### src/rtl/sdram_pattern_tester.sv
// SDRAM built-in self-test: writes a pattern over a span, reads it back, counts mismatches.
// Optional SDRAM_TEST_ERR_INJECT_EN adds err_inject, which flips bit 0 of word 0 on write.
module sdram_pattern_tester #(
    parameter int unsigned       DATA_W    = 16,
    parameter int unsigned       LEN_W     = 9,
    parameter int unsigned       RD_LAT    = 1,
    parameter int unsigned       FLUSH_CYC = 64,
    parameter logic [DATA_W-1:0] LFSR_TAPS = 16'hB400
) (
    input  logic              clk,
    input  logic              reset,
    input  logic              start,
    input  logic [1:0]        mode,
    input  logic [DATA_W-1:0] seed,
    input  logic [LEN_W-1:0]  length,
    input  logic              wr_ready,
    output logic              wr_en,
    output logic [DATA_W-1:0] wr_data,
    output logic              wr_load,
    input  logic              rd_avail,
    output logic              rd_en,
    input  logic [DATA_W-1:0] rd_data,
    output logic              rd_load,
    output logic              busy,
    output logic              done,
    output logic              pass,
    output logic [15:0]       err_count,
    output logic [LEN_W-1:0]  first_err_idx,
    output logic [DATA_W-1:0] first_err_data
`ifdef SDRAM_TEST_ERR_INJECT_EN
    ,
    input  logic              err_inject
`endif
);

    localparam int unsigned FC_W = (FLUSH_CYC > 1) ? $clog2(FLUSH_CYC) : 1;
    localparam int unsigned DC_W = (RD_LAT > 1) ? $clog2(RD_LAT) : 1;

    typedef enum logic [2:0] {
        S_IDLE, S_LOAD, S_WRITE, S_FLUSH, S_READ, S_DRAIN, S_DONE
    } state_t;

    state_t              state_q, state_d;
    logic [1:0]          mode_q, mode_d;
    logic [DATA_W-1:0]   seed_q, seed_d;
    logic [LEN_W-1:0]    len_q, len_d;
    logic [DATA_W-1:0]   gen_q, gen_d;
    logic [LEN_W-1:0]    idx_q, idx_d;
    logic [FC_W-1:0]     fcnt_q, fcnt_d;
    logic [DC_W-1:0]     dcnt_q, dcnt_d;
    logic [RD_LAT-1:0]   pv_q, pv_d;
    logic [DATA_W-1:0]   pe_q [RD_LAT];
    logic [DATA_W-1:0]   pe_d [RD_LAT];
    logic [LEN_W-1:0]    pi_q [RD_LAT];
    logic [LEN_W-1:0]    pi_d [RD_LAT];
    logic [15:0]         err_q, err_d;
    logic [LEN_W-1:0]    fidx_q, fidx_d;
    logic [DATA_W-1:0]   fdat_q, fdat_d;
    logic [DATA_W-1:0]   pat;
`ifdef SDRAM_TEST_ERR_INJECT_EN
    logic                inj_q, inj_d;
`endif

    function automatic logic [DATA_W-1:0] gen_init(input logic [1:0] m, input logic [DATA_W-1:0] s);
        if ((m == 2'd1 || m == 2'd2) && s == '0)
            return DATA_W'(1);
        return s;
    endfunction

    function automatic logic [DATA_W-1:0] gen_next(input logic [1:0] m, input logic [DATA_W-1:0] g);
        case (m)
            2'd1:    return {g[DATA_W-2:0], g[DATA_W-1]};
            2'd2:    return (g >> 1) ^ (g[0] ? LFSR_TAPS : '0);
            default: return g + DATA_W'(1);
        endcase
    endfunction

    // Inverted-count runs the plain counter internally and inverts at the output.
    assign pat = (mode_q == 2'd3) ? ~gen_q : gen_q;

    always_ff @(posedge clk) begin
        if (reset) begin
            state_q <= S_IDLE;
            mode_q  <= '0;
            seed_q  <= '0;
            len_q   <= '0;
            gen_q   <= '0;
            idx_q   <= '0;
            fcnt_q  <= '0;
            dcnt_q  <= '0;
            pv_q    <= '0;
            pe_q    <= '{default: '0};
            pi_q    <= '{default: '0};
            err_q   <= '0;
            fidx_q  <= '0;
            fdat_q  <= '0;
`ifdef SDRAM_TEST_ERR_INJECT_EN
            inj_q   <= 1'b0;
`endif
        end else begin
            state_q <= state_d;
            mode_q  <= mode_d;
            seed_q  <= seed_d;
            len_q   <= len_d;
            gen_q   <= gen_d;
            idx_q   <= idx_d;
            fcnt_q  <= fcnt_d;
            dcnt_q  <= dcnt_d;
            pv_q    <= pv_d;
            pe_q    <= pe_d;
            pi_q    <= pi_d;
            err_q   <= err_d;
            fidx_q  <= fidx_d;
            fdat_q  <= fdat_d;
`ifdef SDRAM_TEST_ERR_INJECT_EN
            inj_q   <= inj_d;
`endif
        end
    end

    always_comb begin
        state_d = state_q;
        mode_d  = mode_q;
        seed_d  = seed_q;
        len_d   = len_q;
        gen_d   = gen_q;
        idx_d   = idx_q;
        fcnt_d  = fcnt_q;
        dcnt_d  = dcnt_q;
        err_d   = err_q;
        fidx_d  = fidx_q;
        fdat_d  = fdat_q;
`ifdef SDRAM_TEST_ERR_INJECT_EN
        inj_d   = inj_q;
`endif
        wr_en   = 1'b0;
        wr_data = '0;
        rd_en   = 1'b0;

        // Compare stage: the tail of the pipeline lines up with rd_data.
        if (pv_q[RD_LAT-1] && rd_data != pe_q[RD_LAT-1]) begin
            if (err_q != '1)
                err_d = err_q + 16'd1;
            if (err_q == '0) begin
                fidx_d = pi_q[RD_LAT-1];
                fdat_d = rd_data;
            end
        end

        case (state_q)
            S_IDLE, S_DONE: begin
                if (start) begin
                    mode_d  = mode;
                    seed_d  = seed;
                    len_d   = length;
                    err_d   = '0;
                    fidx_d  = '0;
                    fdat_d  = '0;
`ifdef SDRAM_TEST_ERR_INJECT_EN
                    inj_d   = err_inject;
`endif
                    state_d = S_LOAD;
                end
            end
            S_LOAD: begin
                gen_d   = gen_init(mode_q, seed_q);
                idx_d   = '0;
                state_d = (len_q == '0) ? S_DONE : S_WRITE;
            end
            S_WRITE: begin
                wr_data = pat;
`ifdef SDRAM_TEST_ERR_INJECT_EN
                if (inj_q && idx_q == '0)
                    wr_data = pat ^ DATA_W'(1);
`endif
                if (wr_ready) begin
                    wr_en = 1'b1;
                    gen_d = gen_next(mode_q, gen_q);
                    idx_d = idx_q + LEN_W'(1);
                    if (idx_q == len_q - LEN_W'(1)) begin
                        fcnt_d  = '0;
                        state_d = S_FLUSH;
                    end
                end
            end
            S_FLUSH: begin
                fcnt_d = fcnt_q + FC_W'(1);
                if (fcnt_q == FC_W'(FLUSH_CYC - 1)) begin
                    gen_d   = gen_init(mode_q, seed_q);
                    idx_d   = '0;
                    state_d = S_READ;
                end
            end
            S_READ: begin
                if (rd_avail && idx_q < len_q) begin
                    rd_en = 1'b1;
                    gen_d = gen_next(mode_q, gen_q);
                    idx_d = idx_q + LEN_W'(1);
                    if (idx_q == len_q - LEN_W'(1)) begin
                        dcnt_d  = '0;
                        state_d = S_DRAIN;
                    end
                end
            end
            S_DRAIN: begin
                dcnt_d = dcnt_q + DC_W'(1);
                if (dcnt_q == DC_W'(RD_LAT - 1))
                    state_d = S_DONE;
            end
            default: state_d = S_IDLE;
        endcase

        pv_d    = pv_q;
        pe_d    = pe_q;
        pi_d    = pi_q;
        pv_d[0] = rd_en;
        pe_d[0] = pat;
        pi_d[0] = idx_q;
        for (int unsigned i = 1; i < RD_LAT; i++) begin
            pv_d[i] = pv_q[i-1];
            pe_d[i] = pe_q[i-1];
            pi_d[i] = pi_q[i-1];
        end
    end

    assign wr_load        = (state_q == S_LOAD);
    assign rd_load        = (state_q == S_LOAD) || (state_q == S_WRITE) || (state_q == S_FLUSH);
    assign busy           = (state_q != S_IDLE) && (state_q != S_DONE);
    assign done           = (state_q == S_DONE);
    assign pass           = done && (err_q == '0);
    assign err_count      = err_q;
    assign first_err_idx  = fidx_q;
    assign first_err_data = fdat_q;

endmodule

### config.mk
export PLATFORM = sky130hd
export DESIGN_NAME = sdram_pattern_tester
export DESIGN_NICKNAME = d
export VERILOG_FILES = /design/src/rtl/sdram_pattern_tester.sv
export SDC_FILE = /design/constraint.sdc
export NUM_CORES = 1
export LEC_CHECK = 0
export ABC_AREA = 1
export BUFFER_PORTS_ARGS = -buffer_cell sky130_fd_sc_hd__buf_2
export CAP_MARGIN = 20
export CELL_PAD_IN_SITES_DETAIL_PLACEMENT = 1
export CELL_PAD_IN_SITES_GLOBAL_PLACEMENT = 2
export CORE_MARGIN = 1
export CORE_UTILIZATION = 34
export DETAILED_ROUTE_END_ITERATION = 7
export MAX_ROUTING_LAYER = met4
export PLACE_DENSITY = 0.93
export REMOVE_ABC_BUFFERS = 1
export SYNTH_ARGS = -nofsm -noshare
export SYNTH_HDL_FRONTEND = slang
export SYNTH_SLANG_ARGS = --single-unit
### constraint.sdc
create_clock -name clk -period 3.6 [get_ports clk]
set_input_delay 0.72 -clock clk [delete_from_list [all_inputs] [get_ports clk]]
set_output_delay 0.72 -clock clk [all_outputs]
set_load 0.02 [all_outputs]
==> key figures, run 1 <==
Die
  • Die X: 146 um
  • Core Footprint: 0.0202 mm^2
  • Cell row count: 52
  • Num ports: 112
  • Die height: 146 um
  • Die area: 0.0212 mm^2
  • Starting Density: 34.7%

Synth
  • Yosys cell types: 44
  • Main combinational cell family by area after synthesis: simple AND/OR/NAND/NOR gates
  • Post-Syn Area: 0.00702 mm^2
  • Seq cells post-synth: 129
  • Simple-Gate Fraction of Synth Area: 27.0%
  • EDFF count, synth: 0
  • Adder-Cell Fraction of Synth Area: 3.21%
  • Most used DFF post-synth: dfxtp_1
  • Mux cell area share after synthesis: 0%
  • XOR/XNOR Fraction of Synth Area: 6.36%
  • Post-synthesis sequential area ratio: 36.8%
  • Syn_area_per_cell: 6.79 um^2
  • Compound-cell area share of the yosys netlist: 16.9%
  • Yosys warns: 0
  • Mapped Cells: 1035
  • Top-area cell type share of the netlist area: 36.8%
  • Synth area leaders: dfxtp_1 37%, nand2_1 9.4%, nor2_1 7.8%
  • Ys async rst share: 0%
  • Cell taking the most area after synthesis: dfxtp_1

Setup path
  • Worst reg-to-reg setup slack: 1050 ps
  • WP buf/inv: 2
  • Worst-path cell chain: inv_1, ha_1, a21oi_1, o21a_1, nand4_1, nor2_1, buf_2
  • Worst EP required: 2880 ps
  • Startpoint type of the worst setup path: flop
  • Crit Path Max Fanout: 5
  • RR Endpoint: idx_q[6]$_SDFFE_PP0P_
  • Crit. End Element: primary output
  • Worst path top cell family by delay: simple AND/OR/NAND/NOR gates
  • CP peak stage delay: 420 ps
  • Critical path class: reg2out
  • Crit path DAT: 2260 ps
  • CP max-delay cell: dfxtp_1
  • R2R cell count: 11
  • FF-to-FF Start: len_q[6]$_SDFFE_PP0P_

STA
  • Setup violators final: 0
  • Slew Limit Fails: 0
  • Final Hold Vio Count: 0
  • Final Cycle Share: 82.9%
  • Slew @ Worst Pin: 851 ps
  • Unrepaired setup endpoints after global routing: false
  • TNS Setup: 0 ps
  • Fin crit period: 2980 ps
  • Max_slew headroom: 43.2%
  • Fmax: 0.335 GHz
  • Clock Skews: 9.21 ps

Layout
  • Antenna Cells: 0
  • Post-route insts no fill: 1406
  • Multi-input logic area: 0.00376 mm^2
  • FF/Latch Area: 0.00258 mm^2
  • Layout cells sized above 1: 15.3%
  • # fillers: 2640
  • Final net count: 1190
  • Layout area overhead: 19.1%

Clock network
  • CTS H-tree lvls: 4
  • Reg clk slew, reported paths: 60 ps
  • Root Driver: clkbuf_16
  • CTS tree: built
  • Clock sink total: 129
  • Maximum clock path buffer count: 2
  • # hold bufs at CTS: 0
  • Setup Fix Bufs, Post-CTS: 0
  • Clk_lat worst skew: 420 ps
  • CTS buffer count: 17
  • CTS-repair resized insts: 0

Placement
  • Placed insts: 1375
  • Post-DP HPWL: 15800 um
  • Routability Congestion: 0.933
  • PortBufs: 111

Detailed routing
  • DR pass1 iterations: 4
  • DR DRC count: 0
  • Met3 WL: 747 um
  • Post-route ant nets: 0
  • Met1 Wirelength: 10500 um
  • DR WL met2: 10200 um
  • Routed wire length: 21700 um
  • WL per Instance: 15.4 um
  • Top Layer Used: met4
  • Initial DRC Count: 333
  • Vias/cell: 4.98
  • Via Count: 6997

Power and ir drop
  • Maximum vdd drop: 0.321 mV
  • PwrDens: 726 mW/mm^2
  • LEAKAGE: 3.53 nW

GRT
  • Initial antenna violation count: 0
  • Vias in the first global route: 7029
  • Gr usage total: 21.7%
  • First-pass GRT wire length: 35900 um
  • Largest net degree at the start of global routing: 47
  • Grt ovf: 0

Status
  • Status: complete, no violations

Run
  • Max cap viols: 0

Worst hold path
  • Worst Hold Endpoint: first_err_data[8]$_SDFF_PP0_
  • Hold Path Depth: 2
  • Hold Crit Start: first_err_data[8]$_SDFF_PP0_
  • Worst Hold Class: reg2reg
## metal layers
metal | global-route usage (%) | vias to the layer above
met3 | 3.92 | 12
met4 | 5.16 | 0
met1 | 27.6 | 3318
met5 | - | -
met2 | 35.5 | 123
li1 | - | 3544
## how the worst max path moves through the flow
stage                          start                            end  slack, ps  cells past startpoint
4_1_cts        len_q[6]$_SDFFE_PP0P_                          rd_en        650                      7
3_3_place_gp              rd_data[6]    first_err_idx[1]$_SDFF_PP0_       1140                      9
2_1_floorplan             rd_data[6]  first_err_data[10]$_SDFF_PP0_        950                      7
6_report       len_q[6]$_SDFFE_PP0P_                          rd_en        620                      7
3_5_place_dp              rd_data[6]   first_err_data[6]$_SDFF_PP0_       1090                      9
5_1_grt        len_q[4]$_SDFFE_PP0P_                          rd_en        500                      8
## per-stage QoR
step	utilization [%]	setup slack [ps]	instance area [um^2]	hold slack [ps]	total power [W]
4_1_cts	41.3	649	8370	445	0.00612
2_1_floorplan	-	951	6810	437	0.00352
5_1_grt	41.3	496	8370	468	0.00653
3_3_place_gp	38.3	1140	7750	430	0.00420
3_5_place_dp	38.3	1090	7750	436	0.00425
6_report	41.3	616	8370	441	0.00607
## power by group
group	total, W	internal, W	switching [W]
logic	0.00227	0.000729	0.00154
registers	0.00197	0.00168	0.000286
clock network	0.00184	0.00115	0.000685
total	0.00607	0.00356	0.00251
## cells in the mapped netlist, types with 2 or more instances
master / instances
a31oi_1: 3
nor2_1: 146
o21ai_1: 15
xnor2_1: 32
o22ai_1: 8
nand3_1: 68
a221oi_1: 2
buf_4: 3
buf_1: 3
o211ai_1: 8
clkbuf_1: 27
inv_1: 115
a211oi_1: 2
inv_2: 9
or2_2: 3
o21ai_0: 81
nor3_1: 16
nand2_2: 3
buf_2: 12
ha_1: 18
nand4_1: 14
dfxtp_1: 129
nor2_2: 4
xor2_1: 19
a21oi_1: 96
nand2_1: 175
nor4_1: 6
a22oi_1: 2
## area by class of cell
cell class / count / share of cell area, %
clock inverter: 14 / 2.27
timing repair buffer: 117 / 7.18
tap: 270 / 4.04
inverter: 125 / 5.64
sequential: 129 / 30.9
multi-input combinational: 734 / 44.9
clock buffer: 17 / 5.09
## flip-flops by register name, summed over array words and instances, names as in the netlist
signal,flops
err_count,16
idx_q,9
first_err_idx,9
state_q,3
gen_q,16
seed_q,16
first_err_data,16
mode_q,2
pe_q,16
pv_q,1
dcnt_q,1
len_q,9
pi_q,9
fcnt_q,6
## worst reg2reg max path, cell delays in order, from the launching register on
cell	delay, ps
dfxtp_1	420
inv_1	130
ha_1	320
a21oi_1	150
o21a_1	120
nand4_1	170
nand2_1	170
nand2_2	110
nor2_8	430
inv_4	200
nand2_1	110
a21oi_1	80
## cells by family after synthesis
group                      after synthesis
buffers and inverters                  172
AOI/OAI and AO/OA                      222
and+or+nand+nor                        443
adders and majority gates               18
DFF                                    129
xor gates and xnor gates                51
## cells in the final DEF (no fill, tap or decap), drive strengths merged, types with 17 or more instances in the layout
cell,synthesis,routed
a21oi,97,97
buf,19,117
clkbuf,28,17
dfxtp,129,129
ha,18,18
inv,125,126
nand2,178,178
nand3,68,68
nor2,152,152
nor3,18,18
o21ai,96,96
xnor2,32,32
xor2,19,19
Note: power is estimated with default switching activity, not from simulation.
==> run 2: changes to the inputs <==
- CORE_UTILIZATION: 34 -> 28
- PLACE_DENSITY: 0.93 -> 0.83
- clock period: 3.6 -> 2.5 ns (I/O delays scaled with it)
==> run 2 against run 1 <==
Against the previous run:
- first-iteration DRC count rose by 2.4%
- die area rose by 21%
- wire length rose by 3.1%
- critical path depth did not move
- sequential share of layout area fell by 0.74 points
- total power rose by 44%
- critical path type unchanged
==> key figures, run 2 (synthesized netlist as in run 1, its figures left out) <==
Clock network
  • CTS tree: built (unchanged)
  • CTS buffer count: 17 (unchanged)
  • Clock sink total: 129 (unchanged)
  • Maximum clock path buffer count: 2 (unchanged)
  • Clk_lat worst skew: 430 ps (was 420 ps)
  • Reg clk slew, reported paths: 60 ps (about the same)
  • Root Driver: clkbuf_16 (unchanged)
  • CTS H-tree lvls: 4 (unchanged)
  • # hold bufs at CTS: 0 (unchanged)

Layout
  • Layout cells sized above 1: 17.9% (was 15.3%)
  • Post-route insts no fill: 1479 (was 1406)
  • Commonest non-fill, non-tap cell in the layout: nand2_1 (unchanged)
  • Layout area overhead: 22.9% (was 19.1%)
  • Final net count: 1208 (was 1190)
  • Most frequent cells in the layout: 175 x nand2_1, 146 x nor2_1, 122 x dfxtp_1 (was 175 x nand2_1, 146 x nor2_1, 129 x dfxtp_1)

GRT
  • Gr usage total: 18.3% (was 21.7%)
  • Largest net degree at the start of global routing: 51 (was 47)
  • Grt ovf: 0 (unchanged)
  • Vias in the first global route: 7127 (was 7029)
  • Initial antenna violation count: 0 (unchanged)
  • First-pass GRT wire length: 36600 um (was 35900 um)

STA
  • Final Cycle Share: 95.6%
  • Clock Skews: 13.2 ps (was 9.21 ps)
  • Fin crit period: 2390 ps
  • Fmax: 0.419 GHz
  • Final Hold Vio Count: 0 (unchanged)
  • Unrepaired setup endpoints after global routing: false (unchanged)
  • TNS Setup: 0 ps (unchanged)
  • Slew @ Worst Pin: 666 ps (was 851 ps)
  • Setup violators final: 0 (unchanged)
  • Slew Limit Fails: 0 (unchanged)
  • Max_slew headroom: 55.5% (was 43.2%)

Setup path
  • Worst-path cell chain: inv_4, ha_4, a21oi_1, o21a_1, nand4_1, nor2_1, buf_4 (was inv_1, ha_1, a21oi_1, o21a_1, nand4_1, nor2_1, buf_2)
  • WP buf/inv: 2 (unchanged)
  • Crit path DAT: 1890 ps (was 2260 ps)
  • Crit Path Max Fanout: 5 (unchanged)
  • Worst EP required: 2000 ps (was 2880 ps)
  • Worst reg-to-reg setup slack: 200 ps (was 1050 ps)
  • Crit. End Element: primary output (unchanged)
  • CP peak stage delay: 390 ps (was 420 ps)
  • R2R cell count: 12 (was 11)
  • FF-to-FF Start: len_q[6]$_SDFFE_PP0P_ (unchanged)
  • Worst path top cell family by delay: flip-flops (was simple AND/OR/NAND/NOR gates)
  • RR Endpoint: idx_q[6]$_SDFFE_PP0P_ (unchanged)
  • Startpoint type of the worst setup path: flop (unchanged)
  • Critical path class: reg2out (unchanged)
  • CP max-delay cell: dfxtp_4 (was dfxtp_1)

Worst hold path
  • Worst Hold Class: in2reg (was reg2reg)
  • Hold Crit Start: seed[14] (was first_err_data[8]$_SDFF_PP0_)
  • Hold Path Depth: 3 (was 2)
  • Worst Hold Endpoint: seed_q[14]$_SDFFE_PP0P_ (was first_err_data[8]$_SDFF_PP0_)

Die
  • Die X: 160 um (was 146 um)
  • Num ports: 112 (unchanged)
  • Starting Density: 28.7% (was 34.7%)
  • Die area: 0.0257 mm^2 (was 0.0212 mm^2)
  • Cell row count: 57 (was 52)
  • Core Footprint: 0.0245 mm^2 (was 0.0202 mm^2)
  • Die height: 160 um (was 146 um)

Placement
  • Placed insts: 1446 (was 1375)
  • Routability Congestion: 0.861 (was 0.933)
  • Post-DP HPWL: 16500 um (was 15800 um)
  • PortBufs: 111 (unchanged)

Power and ir drop
  • Maximum vdd drop: 0.485 mV (was 0.321 mV)
  • LEAKAGE: 3.62 nW (was 3.53 nW)
  • PwrDens: 1010 mW/mm^2 (was 726 mW/mm^2)
  • Total power: 0.00873 W (was 0.00607 W)

Detailed routing
  • DR pass1 iterations: 4 (unchanged)
  • DR DRC count: 0 (unchanged)
  • WL per Instance: 15.1 um (was 15.4 um)
  • Via Count: 7045 (was 6997)
  • Post-route ant nets: 0 (unchanged)
  • Vias/cell: 4.76 (was 4.98)
  • Routed wire length: 22300 um (was 21700 um)
  • Initial DRC Count: 341 (was 333)

Run
  • Max cap viols: 0 (unchanged)

Status
  • Status: complete, no violations (unchanged)
[run 2: final cells by class]
cell class,count,area [um^2]
inverter,125,477
multi-input combinational,734,3820
timing repair buffer,135,763
antenna,1,2.50
fill,3116,15800
tap,324,405
clock buffer,21,450
clock inverter,10,113
sequential,129,2600
[run 2: worst register-to-register path, stage by stage (launching register included)]
cell	delay [ps]
dfxtp_4	390
inv_4	60
ha_4	230
a21oi_1	130
o21a_1	120
nand4_1	200
buf_4	220
nand2_1	120
nand2_2	120
nor2_8	150
buf_4	200
nand3_1	90
a21oi_1	180
[run 2: report_power, final]
group | total [W] | internal [W] | switching, W | leakage [nW]
clock | 0.00243 | 0.00148 | 0.000945 | 0.273
combinational | 0.00347 | 0.00119 | 0.00228 | 2.30
sequential | 0.00284 | 0.00244 | 0.000399 | 1.05
[run 2: per-stage QoR]
step | cell area (um^2) | hold WS [ps] | util [%] | setup WS, ps
after floorplan | 6810 | 437 | - | 70.9
final | 8630 | 303 | 35.3 | 111
after CTS | 8550 | 289 | 35.0 | 0.187
after global routing | 8630 | 295 | 35.3 | 2.36
after global placement | 7970 | 434 | 32.6 | 187
after detailed placement | 7970 | 436 | 32.6 | 157
[run 2: how the worst max path moves through the flow]
stage	start	endpoint	slack [ps]	cells past startpoint
after floorplan	rd_data[6]	first_err_data[10]$_SDFF_PP0_	70	7
after global placement	len_q[6]$_SDFFE_PP0P_	gen_q[12]$_SDFFE_PP0P_	190	12
after detailed placement	rd_data[6]	first_err_data[11]$_SDFF_PP0_	160	9
after CTS	len_q[4]$_SDFFE_PP0P_	rd_en	0.2	8
after global routing	len_q[5]$_SDFFE_PP0P_	rd_en	2	8
final	len_q[6]$_SDFFE_PP0P_	rd_en	110	7
[run 2: repair_timing]
action	CTS	global route
setup endpoints to repair	1	28
pin swaps	2	2
setup buffers	1	0
resized for setup	8	19
[run 2: routing by layer]
layer / up-vias / part of all wire [%] / global-route usage [%]
met4: 0 / 1.0 / 4.85
met3: 19 / 3.3 / 3.13
met5: - / 0 / -
met1: 3315 / 49 / 23.6
li1: 3582 / - / -
met2: 129 / 47 / 29.5
